$ cat src/rtl/pkt_fifo_pkg.sv
// Shared definitions for the 80-bit packet FIFO word and its reader FSM.
//
// FIFO word layout (show-ahead head word):
//   [63:0]  data
//   [64]    sop
//   [65]    eop
//   [68:66] empty byte count (meaningful with eop)
//   [69]    error
//   [79:70] ignored by the reader
package pkt_fifo_pkg;

  localparam int DATA_LSB  = 0;
  localparam int SOP_BIT   = 64;
  localparam int EOP_BIT   = 65;
  localparam int EMPTY_LSB = 66;
  localparam int ERR_BIT   = 69;
  localparam int WORD_W    = 80;

  typedef enum logic [1:0] {
    IDLE   = 2'd0,
    STREAM = 2'd1,
    GAP    = 2'd2
  } tx_state_e;

  // Member order mirrors the FIFO word bits [69:0], so a cast of the low
  // 70 bits of a head word yields the beat directly.
  typedef struct packed {
    logic        error;
    logic [2:0]  empty;
    logic        eop;
    logic        sop;
    logic [63:0] data;
  } st_beat_t;

endpackage

$ cat src/rtl/st_out_reg.sv
// Single-register Avalon-ST source stage (ready latency 0).
//
// Ports:
//   clk, arst_n - clock, asynchronous active-low reset
//   load        - a new beat is presented on d this cycle (only honoured
//                 while the slot is free)
//   d           - beat to load
//   tx_ready    - sink ready
//   slot_free   - register can take a new beat this cycle
//   tx_valid    - output beat valid
//   q           - output beat payload (held stable while stalled)
module st_out_reg #(
  parameter int W = 70
) (
  input  logic         clk,
  input  logic         arst_n,
  input  logic         load,
  input  logic [W-1:0] d,
  input  logic         tx_ready,
  output logic         slot_free,
  output logic         tx_valid,
  output logic [W-1:0] q
);

  // The slot frees up either when empty or when the current beat is being
  // accepted this cycle, allowing back-to-back beats with no bubble.
  assign slot_free = ~tx_valid | tx_ready;

  // NOTE: sequential state uses non-blocking assignments so every register
  // samples pre-edge values regardless of process ordering.
  always_ff @(posedge clk or negedge arst_n) begin
    if (!arst_n) begin
      tx_valid <= 1'b0;
      q        <= '0;
    end else if (slot_free) begin
      tx_valid <= load;
      if (load) begin
        q <= d;
      end
    end
  end

endmodule

$ cat src/rtl/fifo_to_st_tx.sv
// Reader for the 8-deep show-ahead packet FIFO feeding the 10G MAC TX
// Avalon-ST port. Pops head words, checks sop/eop framing, enforces an
// inter-packet gap and keeps packet / drop statistics.
//
// Ports:
//   clk, arst_n - clock, asynchronous active-low reset
//   en          - allow new packets to start (a started packet always finishes)
//   fifo_rdata  - FIFO head word (layout in pkt_fifo_pkg)
//   fifo_empty  - FIFO empty flag
//   fifo_rval   - pop strobe, combinational, never asserted while empty
//   tx_*        - registered Avalon-ST source (ready latency 0)
//   pkt_cnt     - eop handshakes, wrapping
//   drop_cnt    - words discarded for missing sop, saturating
//   frame_err   - one-cycle pulse per framing violation
module fifo_to_st_tx
  import pkt_fifo_pkg::*;
#(
  parameter int IPG_CYCLES = 2,
  parameter int IPG_W      = 4
) (
  input  logic              clk,
  input  logic              arst_n,
  input  logic              en,
  input  logic [WORD_W-1:0] fifo_rdata,
  input  logic              fifo_empty,
  output logic              fifo_rval,
  output logic [63:0]       tx_data,
  output logic              tx_sop,
  output logic              tx_eop,
  output logic [2:0]        tx_empty,
  output logic              tx_error,
  output logic              tx_valid,
  input  logic              tx_ready,
  output logic [31:0]       pkt_cnt,
  output logic [15:0]       drop_cnt,
  output logic              frame_err
);

  // The gap counter is loaded with N-1 on the eop pop; together with the
  // cycle spent leaving GAP this puts the next pop N+1 cycles later.
  localparam logic [IPG_W-1:0] GAP_LOAD =
    (IPG_CYCLES == 0) ? '0 : IPG_W'(IPG_CYCLES - 1);

  tx_state_e        state_q, state_d;
  logic [IPG_W-1:0] gap_q, gap_d;
  st_beat_t         head, beat_d, beat_q;
  logic             slot_free, pop_allowed, load;
  logic             ferr_d, drop_d;
  logic             unused_hi;

  assign head      = st_beat_t'(fifo_rdata[ERR_BIT:DATA_LSB]);
  assign unused_hi = ^fifo_rdata[WORD_W-1:ERR_BIT+1];

  // A packet in flight is always completed, so en only gates IDLE.
  assign pop_allowed = (state_q == IDLE) ? en : (state_q == STREAM);
  assign fifo_rval   = ~fifo_empty & slot_free & pop_allowed;

  // NOTE: every output of this block gets a default before the case so no
  // path leaves a signal unassigned (which would infer a latch).
  always_comb begin
    state_d = state_q;
    gap_d   = gap_q;
    load    = 1'b0;
    ferr_d  = 1'b0;
    drop_d  = 1'b0;
    beat_d  = head;
    unique case (state_q)
      IDLE: begin
        if (fifo_rval) begin
          if (head.sop) begin
            load = 1'b1;
            if (head.eop) begin
              state_d = (IPG_CYCLES == 0) ? IDLE : GAP;
              gap_d   = GAP_LOAD;
            end else begin
              state_d = STREAM;
            end
          end else begin
            // Orphan word outside a packet: consume it without forwarding.
            drop_d = 1'b1;
            ferr_d = 1'b1;
          end
        end
      end
      STREAM: begin
        if (fifo_rval) begin
          load = 1'b1;
          if (head.sop) begin
            // Nested sop: keep the stream going but mark the beat bad.
            beat_d.error = 1'b1;
            ferr_d       = 1'b1;
          end
          if (head.eop) begin
            state_d = (IPG_CYCLES == 0) ? IDLE : GAP;
            gap_d   = GAP_LOAD;
          end
        end
      end
      GAP: begin
        if (gap_q == '0) begin
          state_d = IDLE;
        end else begin
          gap_d = gap_q - IPG_W'(1);
        end
      end
      default: state_d = IDLE;
    endcase
  end

  always_ff @(posedge clk or negedge arst_n) begin
    if (!arst_n) begin
      state_q <= IDLE;
      gap_q   <= '0;
    end else begin
      state_q <= state_d;
      gap_q   <= gap_d;
    end
  end

  st_out_reg #(
    .W($bits(st_beat_t))
  ) u_out (
    .clk      (clk),
    .arst_n   (arst_n),
    .load     (load),
    .d        (beat_d),
    .tx_ready (tx_ready),
    .slot_free(slot_free),
    .tx_valid (tx_valid),
    .q        (beat_q)
  );

  assign tx_data  = beat_q.data;
  assign tx_sop   = beat_q.sop;
  assign tx_eop   = beat_q.eop;
  assign tx_empty = beat_q.empty;
  assign tx_error = beat_q.error;

  always_ff @(posedge clk or negedge arst_n) begin
    if (!arst_n) begin
      pkt_cnt   <= '0;
      drop_cnt  <= '0;
      frame_err <= 1'b0;
    end else begin
      if (tx_valid & tx_ready & tx_eop) begin
        pkt_cnt <= pkt_cnt + 32'd1;
      end
      if (drop_d && (drop_cnt != 16'hFFFF)) begin
        drop_cnt <= drop_cnt + 16'd1;
      end
      frame_err <= ferr_d;
    end
  end

endmodule

$ cat config.mk
export PLATFORM = sky130hd
export DESIGN_NAME = fifo_to_st_tx
export DESIGN_NICKNAME = d
export VERILOG_FILES = /design/src/rtl/pkt_fifo_pkg.sv /design/src/rtl/st_out_reg.sv /design/src/rtl/fifo_to_st_tx.sv
export SDC_FILE = /design/constraint.sdc
export NUM_CORES = 1
export LEC_CHECK = 0
export CAP_MARGIN = 20
export CORE_MARGIN = 2
export CORE_UTILIZATION = 47
export DETAILED_ROUTE_END_ITERATION = 7
export PLACE_DENSITY_LB_ADDON = 0.3
export SYNTH_ARGS = -nofsm -noshare
export SYNTH_HDL_FRONTEND = slang
export SYNTH_SLANG_ARGS = --single-unit
export TNS_END_PERCENT = 100
$ cat constraint.sdc
create_clock -name clk -period 3.57 [get_ports clk]
set_input_delay 0.714 -clock clk [delete_from_list [all_inputs] [get_ports clk]]
set_output_delay 0.714 -clock clk [all_outputs]
set_load 0.005 [all_outputs]
After elaboration in Yosys (flattened, before gate mapping). Cells that the tools add are included.

Flip-flop bits (word level): 126. Input bits: 85. Output and inout bits: 121. Logic and storage cells: 58.

Add/subtract/negate cells: 3. Equality and inequality tests: 9. Multiplexer cells: 25. Bitwise logic cells: 7. Reductions and logical operators: 7.

Operators with widths (number): $add A32 B1 Y32 const B (1); $mux W4 (5); $add A16 B1 Y16 const B (1); $ne A16 B16 Y1 const B (1); $mux W2 (6); $ne A2 B2 Y1 const B (6); $pmux W4 S3 (1); $mux W1 (10); $reduce_and A5 Y1 (2); $pmux W2 S3 (1); $and A1 B1 Y1 (4); $logic_not A4 Y1 (1); $pmux W1 S2 (2); $sub A4 B1 Y4 const B (1); $reduce_bool A3 Y1 (1); $eq A2 B1 Y1 const B (1); $eq A2 B2 Y1 const B (1); $logic_not A2 Y1 (1); $not A1 Y1 (2); $reduce_and A2 Y1 (1); $logic_and A1 B1 Y1 (1); $or A1 B1 Y1 (1).

Depth between registers and ports, before layout.
Depth in word-level cells: 7. Mapped depth: 7. Depth with buffers taken out: 7.

By module. From an unflattened synthesis, not the netlist that was laid out.

Cells, all modules: 400. Area, all modules: 5672.9 µm².

Modules (own cells, without submodules): st_out_reg (times used 1, cells each 151, area each 2937.8 µm², seq. area each 1776.7 µm²); fifo_to_st_tx (times used 1, cells each 249, area each 2735.1 µm², seq. area each 1376.3 µm²).

Least setup slack after synthesis. OpenSTA, ideal clock, no wires.

Kind: input -> register. Start point: input port fifo_empty. End point: register drop_cnt[15]. Library setup time: 0.124 ns. Arrival time: 1.989 ns. Data required time: 3.446 ns. Setup slack: 1.457 ns. Stages on the path: 6. Path buffers: 1. Cells stage by stage: or2_2 > nand4bb_1 > clkbuf_1 > nor4_2 > nand3_1 > xnor2_1.

Longest elaborated chain between the ends: 6.

Ends and longest elaborated chain: from (decl) (RTL line fifo_to_st_tx.sv:25) `input logic fifo_empty,`; $not A1 Y1 (RTL line fifo_to_st_tx.sv:56) `assign fifo_rval = ~fifo_empty & slot_free & pop_allowed;`; $and A1 B1 Y1 (2 in series) (RTL line fifo_to_st_tx.sv:56); $mux W1 (RTL line fifo_to_st_tx.sv:69) `if (fifo_rval) begin`; $mux W1 (RTL line fifo_to_st_tx.sv:67) `unique case (state_q)`; $logic_and A1 B1 Y1 (RTL line fifo_to_st_tx.sv:148) `if (drop_d && (drop_cnt != 16'hFFFF)) begin`; to (signal assigned) (RTL line fifo_to_st_tx.sv:149) `drop_cnt <= drop_cnt + 16'd1;`; to (decl) (RTL line fifo_to_st_tx.sv:35) `output logic [15:0] drop_cnt,`.

Every way passes these cells. A chain may end at the register's enable or synchronous reset.

Worst setup path after layout.
Start point: input port tx_ready. End point: output port fifo_rval.

Longest elaborated chain between the ends: 3.

Ends and longest elaborated chain: from (decl) (RTL line fifo_to_st_tx.sv:33) `input logic tx_ready,`; $or A1 B1 Y1 (RTL line st_out_reg.sv:27) `assign slot_free = ~tx_valid | tx_ready;`; $and A1 B1 Y1 (2 in series) (RTL line fifo_to_st_tx.sv:56); to (decl) (RTL line fifo_to_st_tx.sv:26) `output logic fifo_rval,`.

Every way passes these cells.

==> impl_results.md <==
* Status: complete, no violations
* Drt wl/cell at 14.2 µm
* Leading area contributor after synthesis: dfrtp_1
* Num CTS Buffers at 17
* Clk buf depth at 2
* Die W at 109 µm
* Worst-skew pair later-pin latency at 0.52 ns
* Mapped Nets at 614
* Initial antenna violation count at 0
* Num rows at 38
* Critical path cell sequence: clkdlybuf4s50_1, and2b_1, nor3_4, clkdlybuf4s50_1
* GPL Wtd Cong at 0.796
* Hold crit path type: primary input to asynchronous set/reset pin
* Power per cell area at 700 mW/mm²
* Area fraction of the dominant cell type after synthesis at 60.9%
* Die Y at 109 µm
* GRT Overall Usage at 22.6%
* Fin Hold WS at 0.218 ns
* DIE AREA at 0.0119 mm²
* TritonCTS clock tree: done
* Most common flop cell mapped by yosys: dfrtp_1
* Pin count of the biggest net entering global routing at 77
* Worst path top cell family by delay: buffers and inverters
* Hold_buf cts at 0
* Worst slew pin tran at 0.686 ns
* Input/output buffers at 195
* Synth Cell Area at 0.00518 mm²
* H-tree depth at 4
* Worst-path clk slew at 0.05 ns
* Total power draw at 0.00554 W
* Count of final max-slew check failures at 0
* Seq/Total Area, Yosys at 60.9%
* Setup violations, final at 0
* Pint at 0.00403 W
* Clock Skews at 0.0104 ns
* P&R area growth vs syn at 52.8%
* Core area at 0.0108 mm²
* Commonest non-fill, non-tap cells in the layout: nand2_1, clkdlybuf4s50_1, dfrtp_1
* FMAX at 321 MHz
* Total gr overflow at 0
* Synth top area cells: dfrtp_1, nand2_1, xnor2_1
* Async SR Flop Fraction at 100%
* Vias per cell at 4.94
* Maximum fanout along the worst path at 6
* Setup TNS at 0 ns
* Share of cells above drive strength 1 at 6.77%
* RSZ-0062 raised after global routing: false
* Root Buffer: clkbuf_8
* TritonRoute pass-1 iters at 4
* Synth cell types at 38
* DRC Markers at 0
* VDD IR max at 0.000411 V
* Hold Fails Final Rpt at 0
* Flop pwr share at 38.7%
* Comb power frac at 29.4%
* Cells after synthesis at 526
* R2R Setup Slk at 1.45 ns
* Final period util at 87.3%
* Antenna Cells at 0
* Crit path top cell by count: clkdlybuf4s50_1
* Slew headroom at 54.1%
* Max-cap violations at 0
* Post CTS Setup Buffer Count at 0
* Clock share of power at 31.9%
* Net Switching at 0.00151 W
* # IOs at 206
* Clock net sink count at 126
* CP arrival at 2.40 ns
* Vias in the first global route at 4389
* Worst path max stage delay at 0.58 ns
* WP data required at 2.86 ns
* Via count at 4339
* Syn Area/Cell at 9.85 µm²
* Syn. warnings at 0
* Post-route setup slack at 0.454 ns
* Final wirelength at 12500 µm
* Pleak at 3.70 nW
* Startpoint types: primary input
* 1st-iter DRT viols at 231
* Post-route ant nets at 0
* CP Capture Type: output pin
* Register bit total from synthesis at 126
* Setup Slack @ Placement at 0.453 ns
* Layout Utilization at 73.3%
* Global-route wire length before repair at 20500 µm
* Nets@finish at 814
* DP Wirelength at 8840 µm
* Resized cells post-CTS at 0
* Switching share of power at 27.3%
* CP Buf/Inv Count at 2
* Slowest CP cell: clkdlybuf4s50_1
* Tmin final at 3.12 ns
* Initial Util at 48.0%
* Most common cell after layout, fill and taps aside: nand2_1
* Post-synth EDFFs at 0
* Setup CP Type: primary input to output pin
## metal layers
layer / GRT usage, % / vias to the layer above / wire length (µm) / share of wire [%]
li1: - / 2094 / - / -
met1: 26.4 / 2074 / 5000 / 40
met2: 35.9 / 153 / 6060 / 48
met3: 10.9 / 18 / 1230 / 9.9
met4: 8.42 / 0 / 198 / 1.6
met5: 0 / - / 0 / 0
## metrics by stage
stage / std cells / cell area, µm²
finish: 879 / 7910
global route: 879 / 7910
CTS: 879 / 7910
detailed placement: 847 / 7300
global placement: 847 / 7300
floorplan: 526 / 5180
## path summary, 6_finish.rpt
| path | from | end | cells after the start |
|---|---|---|---|
| min reg2reg | u_out.q[29] | u_out.q[29] | 2 |
| max in group asynchronous | arst_n | pkt_cnt[1] | 2 |
| max reg2reg | state_q[1] | drop_cnt[15] | 5 |
| min | arst_n | u_out.q[16] | 1 |
| max | tx_ready | fifo_rval | 4 |
| min in group clk | u_out.q[29] | u_out.q[29] | 2 |
## worst register-to-register path, delay by kind of cell, from the launching register on
kind,cells,cell delay (ns)
simple gates,4,1.46
flops,1,0.39
xor+xnor,1,0.15
## power by group through the flow
stage | Combinational [W] | Sequential (W) | Clock (W)
finish | 0.00163 | 0.00214 | 0.00177
global placement | 0.00160 | 0.00214 | 0
global route | 0.00181 | 0.00220 | 0.00188
floorplan | 0.000499 | 0.00217 | 0
detailed placement | 0.00164 | 0.00217 | 0
CTS | 0.00166 | 0.00215 | 0.00180
## layout make-up
cell class	count	area, µm²
inverter	6	22.5
tap	140	175
sequential	126	3150
clock buffer	21	449
clock inverter	11	164
timing repair buffer	199	2000
fill	797	2880
multi-input combinational	376	1950
## Yosys cell counts, types with 3 or more instances
cell	count
ha_1	3
nor3_1	7
nand3_1	19
nor2_1	18
xnor2_1	32
o21ai_0	5
inv_1	6
nand2_1	223
xor2_1	11
nand4_1	10
and3_1	8
mux2_2	3
a21oi_1	6
dfrtp_1	126
nor2b_1	4
clkbuf_1	16
## registers in the layout, indices dropped and copies added (netlist names)
| name | cells |
|---|---|
| pkt_cnt | 32 |
| state_q | 2 |
| gap_q | 4 |
| frame_err | 1 |
| u_out.q | 70 |
| u_out.tx_valid | 1 |
| drop_cnt | 16 |
## cell families after synthesis
logic type	synth area share (%)
xor+xnor	7.27
simple gates	26.6
buf+inv	1.79
mux	0.652
compound gates	2.05
flops	60.9
fa+ha+maj	0.725
Power figures use the tool's default switching activity.
